**config.mk**
```make
export PLATFORM = sky130hd
export DESIGN_NAME = biu_access_tracker_flat
export DESIGN_NICKNAME = d
export VERILOG_FILES = /design/src/rtl/biu_constants_pkg.sv /design/src/rtl/biu_tracker_pkg.sv /design/src/rtl/biu_access_tracker_if.sv /design/src/rtl/biu_tracker_fifo.sv /design/src/rtl/biu_access_tracker.sv /design/src/flat_wrapper.sv
export SDC_FILE = /design/constraint.sdc
export NUM_CORES = 1
export LEC_CHECK = 0
export BUFFER_PORTS_ARGS = -buffer_cell sky130_fd_sc_hd__buf_2
export CORE_MARGIN = 1
export CORE_UTILIZATION = 50
export CTS_CLUSTER_DIAMETER = 200
export CTS_CLUSTER_SIZE = 14
export DETAILED_ROUTE_END_ITERATION = 8
export MAX_ROUTING_LAYER = met4
export PLACE_DENSITY = 0.68
export SYNTH_ARGS = -nofsm -noshare
export SYNTH_HDL_FRONTEND = slang
export SYNTH_HIERARCHICAL = 1
export SYNTH_SLANG_ARGS = --single-unit
```
**constraint.sdc**
```tcl
create_clock -name clk_i -period 6.33 [get_ports clk_i]
set_clock_uncertainty 0.05 [all_clocks]
set_input_delay 0.9495 -clock clk_i [delete_from_list [all_inputs] [get_ports clk_i]]
set_output_delay 0.9495 -clock clk_i [all_outputs]
set_load 0.05 [all_outputs]
```
**src/rtl/biu_constants_pkg.sv**
```systemverilog
// Shared BIU encodings used by the CPU bus interface and its observers.
package biu_constants_pkg;

  typedef enum logic [1:0] {
    BIU_SZ_BYTE  = 2'd0,
    BIU_SZ_HALF  = 2'd1,
    BIU_SZ_WORD  = 2'd2,
    BIU_SZ_DWORD = 2'd3
  } biu_size_t;

endpackage

```
**src/rtl/biu_tracker_pkg.sv**
```systemverilog
// Types and helpers for the BIU access tracker.
// pend_t / rec_t describe the default 32-bit / 16-bit-timestamp configuration.
package biu_tracker_pkg;
  import biu_constants_pkg::*;

  localparam int unsigned DEF_XLEN    = 32;
  localparam int unsigned DEF_TS_BITS = 16;
  // Window compares run at this width (+1 carry bit); XLEN must not exceed it.
  localparam int unsigned WIN_CMP_W   = 64;

  typedef struct packed {
    logic [DEF_XLEN-1:0]    adr;
    logic [DEF_XLEN-1:0]    data;
    logic                   we;
    biu_size_t              size;
    logic [DEF_XLEN-1:0]    sp;
    logic [DEF_XLEN-1:0]    ra;
    logic [DEF_TS_BITS-1:0] ts;
  } pend_t;

  typedef struct packed {
    logic [DEF_XLEN-1:0]    adr;
    logic [DEF_XLEN-1:0]    data;
    logic [DEF_XLEN-1:0]    sp;
    logic [DEF_XLEN-1:0]    ra;
    logic                   we;
    logic                   err;
    biu_size_t              size;
    logic [DEF_TS_BITS-1:0] lat;
  } rec_t;

  // Carry bit on the window end keeps a window that ends at the top of memory from wrapping.
  function automatic logic in_window(input logic [WIN_CMP_W-1:0] adr,
                                     input logic [WIN_CMP_W-1:0] base,
                                     input logic [WIN_CMP_W-1:0] range);
    logic [WIN_CMP_W:0] w_end;
    w_end = {1'b0, base} + {1'b0, range};
    return (range != '0) && (adr >= base) && ({1'b0, adr} < w_end);
  endfunction

endpackage

```
**src/rtl/biu_access_tracker_if.sv**
```systemverilog
// Snooped BIU request/response signals plus the record stream and statistics.
interface biu_access_tracker_if
  import biu_constants_pkg::*;
#(
  parameter int unsigned XLEN     = 32,
  parameter int unsigned TS_BITS  = 16,
  parameter int unsigned CNT_BITS = 32,
  parameter int unsigned LVL_BITS = 3
);

  logic                req_i;
  logic [XLEN-1:0]     adr_i;
  logic [XLEN-1:0]     d_i;
  logic                we_i;
  biu_size_t           size_i;
  logic [XLEN-1:0]     sp_i;
  logic [XLEN-1:0]     ra_i;
  logic                ack_i;
  logic                err_i;
  logic [XLEN-1:0]     q_i;
  logic                clr_i;

  logic                rec_valid_o;
  logic                rec_ready_i;
  logic [XLEN-1:0]     rec_adr_o;
  logic [XLEN-1:0]     rec_data_o;
  logic [XLEN-1:0]     rec_sp_o;
  logic [XLEN-1:0]     rec_ra_o;
  logic                rec_we_o;
  logic                rec_err_o;
  biu_size_t           rec_size_o;
  logic [TS_BITS-1:0]  rec_lat_o;

  logic [CNT_BITS-1:0] cnt_rd_o;
  logic [CNT_BITS-1:0] cnt_wr_o;
  logic [CNT_BITS-1:0] cnt_err_o;
  logic [CNT_BITS-1:0] cnt_drop_o;
  logic [LVL_BITS-1:0] outstanding_o;
  logic                overflow_o;
  logic                underflow_o;

  modport slave (
    input  req_i, adr_i, d_i, we_i, size_i, sp_i, ra_i, ack_i, err_i, q_i, clr_i, rec_ready_i,
    output rec_valid_o, rec_adr_o, rec_data_o, rec_sp_o, rec_ra_o, rec_we_o, rec_err_o,
           rec_size_o, rec_lat_o, cnt_rd_o, cnt_wr_o, cnt_err_o, cnt_drop_o,
           outstanding_o, overflow_o, underflow_o
  );

  modport master (
    output req_i, adr_i, d_i, we_i, size_i, sp_i, ra_i, ack_i, err_i, q_i, clr_i, rec_ready_i,
    input  rec_valid_o, rec_adr_o, rec_data_o, rec_sp_o, rec_ra_o, rec_we_o, rec_err_o,
           rec_size_o, rec_lat_o, cnt_rd_o, cnt_wr_o, cnt_err_o, cnt_drop_o,
           outstanding_o, overflow_o, underflow_o
  );

endinterface

```
**src/rtl/biu_tracker_fifo.sv**
```systemverilog
// In-order pending-request FIFO; caller qualifies push/pop against full/empty.
module biu_tracker_fifo #(
  parameter int unsigned DEPTH = 4,
  parameter type         T     = logic [31:0]
) (
  input  logic                   clk_i,
  input  logic                   rst_ni,
  input  logic                   push_i,
  input  T                       din_i,
  input  logic                   pop_i,
  output T                       head_c,
  output logic                   full_c,
  output logic                   empty_c,
  output logic [$clog2(DEPTH):0] level_o
);

  localparam int unsigned AW = $clog2(DEPTH);

  logic [AW:0] r_wr;
  logic [AW:0] r_rd;
  logic [AW:0] r_level;
  T            r_mem [DEPTH];

  // Storage carries no reset; only the pointers define which entries are live.
  always_ff @(posedge clk_i) begin
    if (push_i) r_mem[r_wr[AW-1:0]] <= din_i;
  end

  always_ff @(posedge clk_i or negedge rst_ni) begin
    if (!rst_ni) begin
      r_wr    <= '0;
      r_rd    <= '0;
      r_level <= '0;
    end else begin
      if (push_i) r_wr <= r_wr + (AW+1)'(1);
      if (pop_i)  r_rd <= r_rd + (AW+1)'(1);
      case ({push_i, pop_i})
        2'b10:   r_level <= r_level + (AW+1)'(1);
        2'b01:   r_level <= r_level - (AW+1)'(1);
        default: r_level <= r_level;
      endcase
    end
  end

  // Extra pointer bit separates full (wrap bits differ) from empty (identical).
  assign full_c  = (r_wr[AW] != r_rd[AW]) && (r_wr[AW-1:0] == r_rd[AW-1:0]);
  assign empty_c = (r_wr == r_rd);
  assign head_c  = r_mem[r_rd[AW-1:0]];
  assign level_o = r_level;

endmodule

```
**src/rtl/biu_access_tracker.sv**
```systemverilog
// Snoops BIU requests/responses, pairs them in order and streams completed-access
// records for windowed addresses, with saturating statistics and sticky error flags.
module biu_access_tracker
  import biu_constants_pkg::*;
  import biu_tracker_pkg::*;
#(
  parameter int unsigned          XLEN      = 32,
  parameter int unsigned          DEPTH     = 4,
  parameter int unsigned          NWIN      = 2,
  parameter logic [NWIN*XLEN-1:0] WIN_BASE  = '0,
  parameter logic [NWIN*XLEN-1:0] WIN_RANGE = {NWIN{XLEN'(32'h4000)}},
  parameter int unsigned          TS_BITS   = 16,
  parameter int unsigned          CNT_BITS  = 32
) (
  input logic                  clk_i,
  input logic                  rst_ni,
  biu_access_tracker_if.slave  bus
);

  localparam int unsigned LVL_BITS = $clog2(DEPTH) + 1;

  typedef struct packed {
    logic [XLEN-1:0]    adr;
    logic [XLEN-1:0]    data;
    logic               we;
    biu_size_t          size;
    logic [XLEN-1:0]    sp;
    logic [XLEN-1:0]    ra;
    logic [TS_BITS-1:0] ts;
  } pend_w_t;

  typedef struct packed {
    logic [XLEN-1:0]    adr;
    logic [XLEN-1:0]    data;
    logic [XLEN-1:0]    sp;
    logic [XLEN-1:0]    ra;
    logic               we;
    logic               err;
    biu_size_t          size;
    logic [TS_BITS-1:0] lat;
  } rec_w_t;

  function automatic logic [CNT_BITS-1:0] sat_add(input logic [CNT_BITS-1:0] a,
                                                  input logic [1:0]          inc);
    logic [CNT_BITS:0] s;
    s = {1'b0, a} + (CNT_BITS+1)'(inc);
    return s[CNT_BITS] ? '1 : s[CNT_BITS-1:0];
  endfunction

  logic [TS_BITS-1:0]  r_ts;
  logic                r_rec_valid;
  rec_w_t              r_rec;
  logic [CNT_BITS-1:0] r_cnt_rd;
  logic [CNT_BITS-1:0] r_cnt_wr;
  logic [CNT_BITS-1:0] r_cnt_err;
  logic [CNT_BITS-1:0] r_cnt_drop;
  logic                r_overflow;
  logic                r_underflow;

  pend_w_t             w_push_data;
  pend_w_t             w_head;
  logic                w_full;
  logic                w_empty;
  logic [LVL_BITS-1:0] w_level;
  logic                w_resp;
  logic                w_pop;
  logic                w_push;
  logic                w_drop_req;
  logic                w_under;
  logic                w_match;
  logic                w_new;
  logic                w_rec_load;
  logic                w_rec_drop;
  rec_w_t              w_rec_next;
  logic                w_inc_rd;
  logic                w_inc_wr;
  logic                w_inc_err;
  logic [1:0]          w_inc_drop;

  assign w_push_data = '{adr: bus.adr_i, data: bus.d_i, we: bus.we_i, size: bus.size_i,
                         sp: bus.sp_i, ra: bus.ra_i, ts: r_ts};

  biu_tracker_fifo #(
    .DEPTH (DEPTH),
    .T     (pend_w_t)
  ) u_fifo (
    .clk_i   (clk_i),
    .rst_ni  (rst_ni),
    .push_i  (w_push),
    .din_i   (w_push_data),
    .pop_i   (w_pop),
    .head_c  (w_head),
    .full_c  (w_full),
    .empty_c (w_empty),
    .level_o (w_level)
  );

  // A response always retires the oldest entry; a same-cycle request cannot be the one it retires.
  always_comb begin
    w_resp     = bus.ack_i | bus.err_i;
    w_pop      = w_resp & ~w_empty;
    w_under    = w_resp & w_empty;
    w_push     = bus.req_i & (~w_full | w_pop);
    w_drop_req = bus.req_i & w_full & ~w_pop;
  end

  always_comb begin
    w_match = 1'b0;
    for (int i = 0; i < NWIN; i++) begin
      w_match |= in_window(WIN_CMP_W'(w_head.adr),
                           WIN_CMP_W'(WIN_BASE[i*XLEN +: XLEN]),
                           WIN_CMP_W'(WIN_RANGE[i*XLEN +: XLEN]));
    end
  end

  // Record contents and slot arbitration for the access retiring this cycle.
  always_comb begin
    w_rec_next.adr  = w_head.adr;
    w_rec_next.data = w_head.we ? w_head.data : bus.q_i;
    w_rec_next.sp   = w_head.sp;
    w_rec_next.ra   = w_head.ra;
    w_rec_next.we   = w_head.we;
    w_rec_next.err  = bus.err_i;
    w_rec_next.size = w_head.size;
    w_rec_next.lat  = r_ts - w_head.ts;

    w_new      = w_pop & w_match;
    w_rec_load = w_new & (~r_rec_valid | bus.rec_ready_i);
    w_rec_drop = w_new & r_rec_valid & ~bus.rec_ready_i;

    w_inc_rd   = w_new & ~bus.err_i & ~w_head.we;
    w_inc_wr   = w_new & ~bus.err_i &  w_head.we;
    w_inc_err  = w_new &  bus.err_i;
    w_inc_drop = 2'(w_drop_req) + 2'(w_rec_drop);
  end

  always_ff @(posedge clk_i or negedge rst_ni) begin
    if (!rst_ni) r_ts <= '0;
    else         r_ts <= r_ts + TS_BITS'(1);
  end

  // Single-entry output slot: a held record is never overwritten while stalled.
  always_ff @(posedge clk_i or negedge rst_ni) begin
    if (!rst_ni) begin
      r_rec_valid <= 1'b0;
      r_rec       <= '0;
    end else if (w_rec_load) begin
      r_rec_valid <= 1'b1;
      r_rec       <= w_rec_next;
    end else if (bus.rec_ready_i) begin
      r_rec_valid <= 1'b0;
    end
  end

  always_ff @(posedge clk_i or negedge rst_ni) begin
    if (!rst_ni) begin
      r_cnt_rd    <= '0;
      r_cnt_wr    <= '0;
      r_cnt_err   <= '0;
      r_cnt_drop  <= '0;
      r_overflow  <= 1'b0;
      r_underflow <= 1'b0;
    end else if (bus.clr_i) begin
      r_cnt_rd    <= '0;
      r_cnt_wr    <= '0;
      r_cnt_err   <= '0;
      r_cnt_drop  <= '0;
      r_overflow  <= 1'b0;
      r_underflow <= 1'b0;
    end else begin
      r_cnt_rd    <= sat_add(r_cnt_rd,  {1'b0, w_inc_rd});
      r_cnt_wr    <= sat_add(r_cnt_wr,  {1'b0, w_inc_wr});
      r_cnt_err   <= sat_add(r_cnt_err, {1'b0, w_inc_err});
      r_cnt_drop  <= sat_add(r_cnt_drop, w_inc_drop);
      r_overflow  <= r_overflow  | w_drop_req;
      r_underflow <= r_underflow | w_under;
    end
  end

  assign bus.rec_valid_o   = r_rec_valid;
  assign bus.rec_adr_o     = r_rec.adr;
  assign bus.rec_data_o    = r_rec.data;
  assign bus.rec_sp_o      = r_rec.sp;
  assign bus.rec_ra_o      = r_rec.ra;
  assign bus.rec_we_o      = r_rec.we;
  assign bus.rec_err_o     = r_rec.err;
  assign bus.rec_size_o    = r_rec.size;
  assign bus.rec_lat_o     = r_rec.lat;
  assign bus.cnt_rd_o      = r_cnt_rd;
  assign bus.cnt_wr_o      = r_cnt_wr;
  assign bus.cnt_err_o     = r_cnt_err;
  assign bus.cnt_drop_o    = r_cnt_drop;
  assign bus.outstanding_o = w_level;
  assign bus.overflow_o    = r_overflow;
  assign bus.underflow_o   = r_underflow;

endmodule

```
**src/flat_wrapper.sv**
```systemverilog
// flat-port wrapper written by rule: the top's interface ports become plain ports
module biu_access_tracker_flat import biu_constants_pkg::*; import biu_tracker_pkg::*;
#(
  parameter int unsigned          XLEN      = 32,
  parameter int unsigned          DEPTH     = 4,
  parameter int unsigned          NWIN      = 2,
  parameter logic [NWIN*XLEN-1:0] WIN_BASE  = '0,
  parameter logic [NWIN*XLEN-1:0] WIN_RANGE = {NWIN{XLEN'(32'h4000)}},
  parameter int unsigned          TS_BITS   = 16,
  parameter int unsigned          CNT_BITS  = 32
)
  (clk_i, rst_ni, bus_req_i, bus_adr_i, bus_d_i, bus_we_i, bus_size_i, bus_sp_i, bus_ra_i, bus_ack_i, bus_err_i, bus_q_i, bus_clr_i, bus_rec_ready_i, bus_rec_valid_o, bus_rec_adr_o, bus_rec_data_o, bus_rec_sp_o, bus_rec_ra_o, bus_rec_we_o, bus_rec_err_o, bus_rec_size_o, bus_rec_lat_o, bus_cnt_rd_o, bus_cnt_wr_o, bus_cnt_err_o, bus_cnt_drop_o, bus_outstanding_o, bus_overflow_o, bus_underflow_o);
  biu_access_tracker_if #(.XLEN(XLEN), .TS_BITS(TS_BITS), .CNT_BITS(CNT_BITS), .LVL_BITS((3))) bus_i ();
  input logic clk_i;
  input logic rst_ni;
  input wire logic [$bits(bus_i.req_i)-1:0] bus_req_i;
  input wire logic [$bits(bus_i.adr_i)-1:0] bus_adr_i;
  input wire logic [$bits(bus_i.d_i)-1:0] bus_d_i;
  input wire logic [$bits(bus_i.we_i)-1:0] bus_we_i;
  input wire logic [$bits(bus_i.size_i)-1:0] bus_size_i;
  input wire logic [$bits(bus_i.sp_i)-1:0] bus_sp_i;
  input wire logic [$bits(bus_i.ra_i)-1:0] bus_ra_i;
  input wire logic [$bits(bus_i.ack_i)-1:0] bus_ack_i;
  input wire logic [$bits(bus_i.err_i)-1:0] bus_err_i;
  input wire logic [$bits(bus_i.q_i)-1:0] bus_q_i;
  input wire logic [$bits(bus_i.clr_i)-1:0] bus_clr_i;
  input wire logic [$bits(bus_i.rec_ready_i)-1:0] bus_rec_ready_i;
  output wire logic [$bits(bus_i.rec_valid_o)-1:0] bus_rec_valid_o;
  output wire logic [$bits(bus_i.rec_adr_o)-1:0] bus_rec_adr_o;
  output wire logic [$bits(bus_i.rec_data_o)-1:0] bus_rec_data_o;
  output wire logic [$bits(bus_i.rec_sp_o)-1:0] bus_rec_sp_o;
  output wire logic [$bits(bus_i.rec_ra_o)-1:0] bus_rec_ra_o;
  output wire logic [$bits(bus_i.rec_we_o)-1:0] bus_rec_we_o;
  output wire logic [$bits(bus_i.rec_err_o)-1:0] bus_rec_err_o;
  output wire logic [$bits(bus_i.rec_size_o)-1:0] bus_rec_size_o;
  output wire logic [$bits(bus_i.rec_lat_o)-1:0] bus_rec_lat_o;
  output wire logic [$bits(bus_i.cnt_rd_o)-1:0] bus_cnt_rd_o;
  output wire logic [$bits(bus_i.cnt_wr_o)-1:0] bus_cnt_wr_o;
  output wire logic [$bits(bus_i.cnt_err_o)-1:0] bus_cnt_err_o;
  output wire logic [$bits(bus_i.cnt_drop_o)-1:0] bus_cnt_drop_o;
  output wire logic [$bits(bus_i.outstanding_o)-1:0] bus_outstanding_o;
  output wire logic [$bits(bus_i.overflow_o)-1:0] bus_overflow_o;
  output wire logic [$bits(bus_i.underflow_o)-1:0] bus_underflow_o;
  assign bus_i.req_i = bus_req_i;
  assign bus_i.adr_i = bus_adr_i;
  assign bus_i.d_i = bus_d_i;
  assign bus_i.we_i = bus_we_i;
  assign bus_i.size_i = bus_size_i;
  assign bus_i.sp_i = bus_sp_i;
  assign bus_i.ra_i = bus_ra_i;
  assign bus_i.ack_i = bus_ack_i;
  assign bus_i.err_i = bus_err_i;
  assign bus_i.q_i = bus_q_i;
  assign bus_i.clr_i = bus_clr_i;
  assign bus_i.rec_ready_i = bus_rec_ready_i;
  assign bus_rec_valid_o = bus_i.rec_valid_o;
  assign bus_rec_adr_o = bus_i.rec_adr_o;
  assign bus_rec_data_o = bus_i.rec_data_o;
  assign bus_rec_sp_o = bus_i.rec_sp_o;
  assign bus_rec_ra_o = bus_i.rec_ra_o;
  assign bus_rec_we_o = bus_i.rec_we_o;
  assign bus_rec_err_o = bus_i.rec_err_o;
  assign bus_rec_size_o = bus_i.rec_size_o;
  assign bus_rec_lat_o = bus_i.rec_lat_o;
  assign bus_cnt_rd_o = bus_i.cnt_rd_o;
  assign bus_cnt_wr_o = bus_i.cnt_wr_o;
  assign bus_cnt_err_o = bus_i.cnt_err_o;
  assign bus_cnt_drop_o = bus_i.cnt_drop_o;
  assign bus_outstanding_o = bus_i.outstanding_o;
  assign bus_overflow_o = bus_i.overflow_o;
  assign bus_underflow_o = bus_i.underflow_o;
  biu_access_tracker #(.XLEN(XLEN), .DEPTH(DEPTH), .NWIN(NWIN), .WIN_BASE(WIN_BASE), .WIN_RANGE(WIN_RANGE), .TS_BITS(TS_BITS), .CNT_BITS(CNT_BITS)) u_core (.clk_i(clk_i), .rst_ni(rst_ni), .bus(bus_i));
endmodule
```
Yosys cells after proc, flatten, opt, wreduce, memory -nomap -nowiden --
Memory sizes are Yosys's and may differ from the RTL's. Index checks and enable logic that the tools add are counted.
Word-level totals: memories kept 1, bits in writable memories 588, logic and storage cells 81, output and inout port bits 282, register bits 304, bits of input ports 170
Memory list:
- u_core.u_fifo.r_mem | depth 4, width 147, read ports 1, clocked after memory_dff 0, wr ports 1, line biu_tracker_fifo.sv:22 | T r_mem [DEPTH];
Operators by class: bitwise gates (word level) 25, reduce and logical (&&, ||, !) cells 3, equality and inequality tests 5, magnitude comparators 1, add/sub/neg operators 11, muxes and demuxes 16
Operators with widths (number):
- 32-bit two-way mux | 9
- 32-bit by 1-bit adder with 33-bit output | 3
- 32-bit by 2-bit adder with 33-bit output | 1
- 32-bit by 15-bit < comparator with 1-bit output, second input constant | 1
- 16-bit by 1-bit adder with 16-bit output, second input constant | 1
- 16-bit subtractor | 1
- 1-bit bitwise AND | 13
- 3-bit by 1-bit adder with 3-bit output, second input constant | 3
- 1-bit inverter | 7
- 1-bit two-way mux | 6
- 3-bit case mux with 2 select lines | 1
- 1-bit OR | 5
- 2-bit nonzero test | 2
- 3-bit == test | 1
- 3-bit by 1-bit subtractor with 3-bit output, second input constant | 1
- 1-bit by 1-bit adder with 2-bit output | 1
- 2-bit by 1-bit == test with 1-bit output, second input constant | 1
- 2-bit == test | 1
- 2-bit == test, second input constant | 1
- 1-bit logical AND | 1
- 1-bit != test | 1

Depth between registers and ports, before layout --
depth after elaboration 10, mapped depth 19

Modules after synthesis --
The synthesis kept the hierarchy.
Modules (own cells, without submodules):
- biu_tracker_fifo | instances 1, area each 21720.8 µm², cells an instance 811
- biu_access_tracker | instances 1, area each 13774.5 µm², cells an instance 1413

Worst setup path after synthesis --
Ideal clock, no wire load.
path type register to register, from register u_core.u_fifo.r_rd[0], to memory u_core/u_fifo/r_mem[3][0] (netlist bit), enable pin, buffers on the path 2, clock period less this slack 5.762 ns, slack 0.568 ns, data arrival time 5.187 ns, cell stages (with the launch flop) 8, cell sequence dfrtp_1 -> buf_6 -> buf_2 -> xnor2_1 -> and3_1 -> o21bai_1 -> a21boi_0 -> and2_1
Between the ends: word-level cells in the longest chain between the ends 7
RTL lines:
- start: declaration | line biu_tracker_fifo.sv:20 | logic [AW:0] r_rd;
- start signal: assignment | line biu_tracker_fifo.sv:36 | if (pop_i) r_rd <= r_rd + (AW+1)'(1);
- 3-bit == test | line biu_tracker_fifo.sv:47 | assign empty_c = (r_wr == r_rd);
- via u_core.w_empty | line biu_access_tracker.sv:63 | logic w_empty;
- 1-bit inverter | line biu_access_tracker.sv:101 | w_pop = w_resp & ~w_empty;
- 1-bit bitwise AND | line biu_access_tracker.sv:101
- 1-bit OR | line biu_access_tracker.sv:103 | w_push = bus.req_i & (~w_full | w_pop);
- 1-bit bitwise AND | line biu_access_tracker.sv:103
- via u_core.w_push | line biu_access_tracker.sv:67 | logic w_push;
- 1-bit two-way mux | line biu_tracker_fifo.sv:26 | if (push_i) r_mem[r_wr[AW-1:0]] <= din_i;
- 1-bit two-way mux (implied by the code) | line biu_tracker_fifo.sv:26
- end: declaration | line biu_tracker_fifo.sv:22
The timed path passes the listed nets, and every way through them passes these cells.

==> metrics.txt <==
die extent in x=268 µm; Worst-Skew Late Latency=0.62 ns; crit start category=register; total grt overflow=0; Post-Syn Area=between 30000 and 40000 µm²; ys flop type=edfxtp_1; GP Congestion=0.815; CTS hold repair buffers=0; vias in the first global route=20800; Yosys reg bits=892; crit share post-route=74.9%; CTS Root Buffer Type=clkbuf_16; FF-to-FF End=u_core/bus.cnt_err_o[7]$_DFF_PN0_; critical path class=reg -> reg; Synth top area share=49.7%; Non-Filler Instances=3690; MaxCap Viol Count=0; Largest delay share family, worst path=simple AND/OR/NAND/NOR gates; initial core utilization=50.6%; PortBufs=roughly 450; Syn Inst Count=2224; CP cell instances=mux4_2 -> nor4_1 -> and4_1 -> nand3_1 -> nor2_1 -> ha_1 -> ha_1 -> nand2_1 -> nor2_1 -> and4_1 -> nand2_2 -> a21oi_1; Reg clk slew, reported paths=0.07 ns; post_cts resized=0; Worst Setup End Kind=register; Area Growth Syn to Fin=15.1%; CTS tree=built; Final Critical Period=roughly 4.7 ns; Total Power=approximately 15000 µW; top-count cell post-synth=edfxtp_1; Critical Path Fanout Max=27; setup TNS=0 ns; RR Startpoint=u_core/u_fifo/r_rd[0]$_DFFE_PN0P_; simple-gate share of the synthesized area=8.21%; Worst Reg2Reg Path Length in Cells=12; via-per-instance ratio=about 5.4; final-report setup violation count=0; largest family of logic cells by synthesized area=multiplexers; Total Routing Usage GR=~22%; H-tree depth reported by CTS=3; Ys Warns=6; Vias=20100; Max-slew headroom=29.0%; synthesized area per cell=16.0 µm²; placed cells=approximately 3500; layout cells sized above 1=27.8%; first-pass GRT wire length=118000 µm; Post-synth top cells=588 x edfxtp_1, 349 x nand2_1, 304 x dfrtp_1; Final nets=between 2000 and 3000; multiplexer area fraction after synthesis=10.4%; FFs w/ async S/R, synth=34.1%; Pre-antenna DRT Iters=5; die height=268 µm; Req. time, crit path=6.80 ns; clk buf depth=3; Adder-Cell Fraction of Synth Area=1.19%; Compound-Gate Fraction of Synth Area=3.89%; I/O pin count=452; Detailed Place HPWL=48400 µm; Final Max Slew Viols=0; DRC viols=0; post-synth top area cell=edfxtp_1; sequential-to-total area share from yosys stat=71.2%; max incr delay on CP=0.70 ns; Area contributors post-synth=edfxtp_1 50%, dfrtp_1 21%, mux4_2 9.3%, nand2_1 3.7%, xor2_1 1.5%; Post-synth EDFFs=588; Hold WS=~0.36 ns; Max stage delay cell, worst path=dfrtp_4; Synth Area in XOR/XNOR=under 10%; Worst-Margin Slew=1.06 ns; Worst EP arrival=between 5 and 6 ns; Synth cell types=60; Peak VDD IR=0.266 mV; Post-CTS Setup Inserts=0; DR WL/cell=~21 µm; initial antenna violation count=21; Starting DRT DRC Count=1303; pwr dens=364 nW/µm²; Antenna Violating Nets Remaining=0; synthesized net count=between 2000 and 2500; RSZ-0062 raised after global routing=no; Leakage Power=0.0166 µW; DRT Wirelength=77800 µm; core area=70100 µm²; final hold viol count=0; die area=72100 µm²; Core Rows=just under 100; status=complete, no violations; worst hold path class=in -> async; buffers and inverters on the worst path=0; FILL cells=5541; Num CTS Buffers=73; clock sink count=892; Max Clock Freq=0.211 GHz; largest net degree at the start of global routing=roughly 150; reg2reg setup slack=1.59 ns
==> layout make-up <==
| type | instances | area, µm² | area share, % |
|---|---|---|---|
| diodes | 21 | 52.6 | 0.129 |
| clock buffers | 122 | 2010 | 4.92 |
| clock inverters | 8 | 160 | 0.392 |
| inverters | 45 | 169 | 0.414 |
| multi-input cells | 1189 | 9510 | 23.3 |
| flip-flops and latches | 892 | 25300 | 61.9 |
| well taps | 940 | 1180 | 2.88 |
| repair buffers | 473 | 2500 | 6.11 |
==> cells by family after synthesis <==
family,Yosys count
flops,892
simple gates,614
compound gates,234
mux,186
buf+inv,143
xor+xnor,123
fa+ha+maj,32
==> routing by layer <==
metal / share of wire, % / track usage, % / vias up / wire length (µm)
li1: - / - / 9200 / -
met1: 40 / 26.8 / 10300 / 31100
met2: 51 / 36.6 / 523 / 39500
met3: 7.4 / 5.88 / 90 / 5720
met4: 1.9 / 6.36 / 0 / 1470
met5: 0 / - / - / 0
==> power breakdown <==
part,internal [µW],switching [µW],total (µW)
clock network,2240,2040,4270
registers,7160,265,7430
logic,1440,1740,3190
==> sequential cells by signal (all words and copies together), names as in the netlist <==
signal and flops:
u_core/u_fifo/r_mem 588, u_core/bus.cnt_drop_o 32, u_core/bus.cnt_err_o 32, u_core/bus.cnt_rd_o 32
u_core/bus.cnt_wr_o 32, u_core/bus.rec_adr_o 32, u_core/bus.rec_data_o 32, u_core/bus.rec_ra_o 32
u_core/bus.rec_sp_o 32, u_core/bus.rec_lat_o 16, u_core/r_ts 16, u_core/u_fifo/level_o 3
u_core/u_fifo/r_rd 3, u_core/u_fifo/r_wr 3, u_core/bus.rec_size_o 2, u_core/bus.overflow_o 1
u_core/bus.rec_err_o 1, u_core/bus.rec_valid_o 1, u_core/bus.rec_we_o 1, u_core/bus.underflow_o 1
==> cells in the final DEF (no fill, tap or decap), types with 11 or more instances in the layout <==
cell,n
and3_1,36
clkbuf_1,49
mux2i_1,36
ha_1,29
inv_1,45
diode_2,21
buf_4,18
nand4_1,27
dfrtp_1,302
edfxtp_1,588
a21oi_1,98
mux4_2,147
nand3_1,47
xor2_1,62
clkbuf_16,73
buf_2,449
nor2_1,53
a31oi_1,11
a21oi_2,25
xnor2_1,61
o21ai_0,64
and2_1,24
nor3_1,17
nand2_1,349
==> per-stage QoR <==
stage	setup slack, ns	util, %	cell area (µm²)
2_1_floorplan	0.568	-	35500
3_3_place_gp	1.66	55.1	38600
3_5_place_dp	1.56	55.1	38600
4_1_cts	1.52	58.2	40800
5_1_grt	1.21	58.2	40800
6_report	1.59	58.2	40800
==> worst max-delay path by stage <==
stage	start	to	slack (ns)	cells after the start
final	u_core/u_fifo/r_rd[0]$_DFFE_PN0P_	u_core/bus.cnt_err_o[7]$_DFF_PN0_	1.59	12
after global routing	u_core/u_fifo/r_rd[0]$_DFFE_PN0P_	u_core/bus.cnt_wr_o[29]$_DFF_PN0_	1.21	10
after CTS	u_core/u_fifo/r_rd[0]$_DFFE_PN0P_	u_core/bus.cnt_wr_o[29]$_DFF_PN0_	1.52	10
after detailed placement	u_core/u_fifo/r_rd[0]$_DFFE_PN0P_	u_core/bus.cnt_wr_o[29]$_DFF_PN0_	1.56	10
after global placement	u_core/u_fifo/r_rd[0]$_DFFE_PN0P_	u_core/bus.cnt_wr_o[29]$_DFF_PN0_	1.66	10
after floorplan	u_core/u_fifo/r_rd[0]$_DFFE_PN0P_	u_core/u_fifo/r_mem[3][0]$_DFFE_PP_	0.57	7
Note: power is estimated with default switching activity, not from simulation.
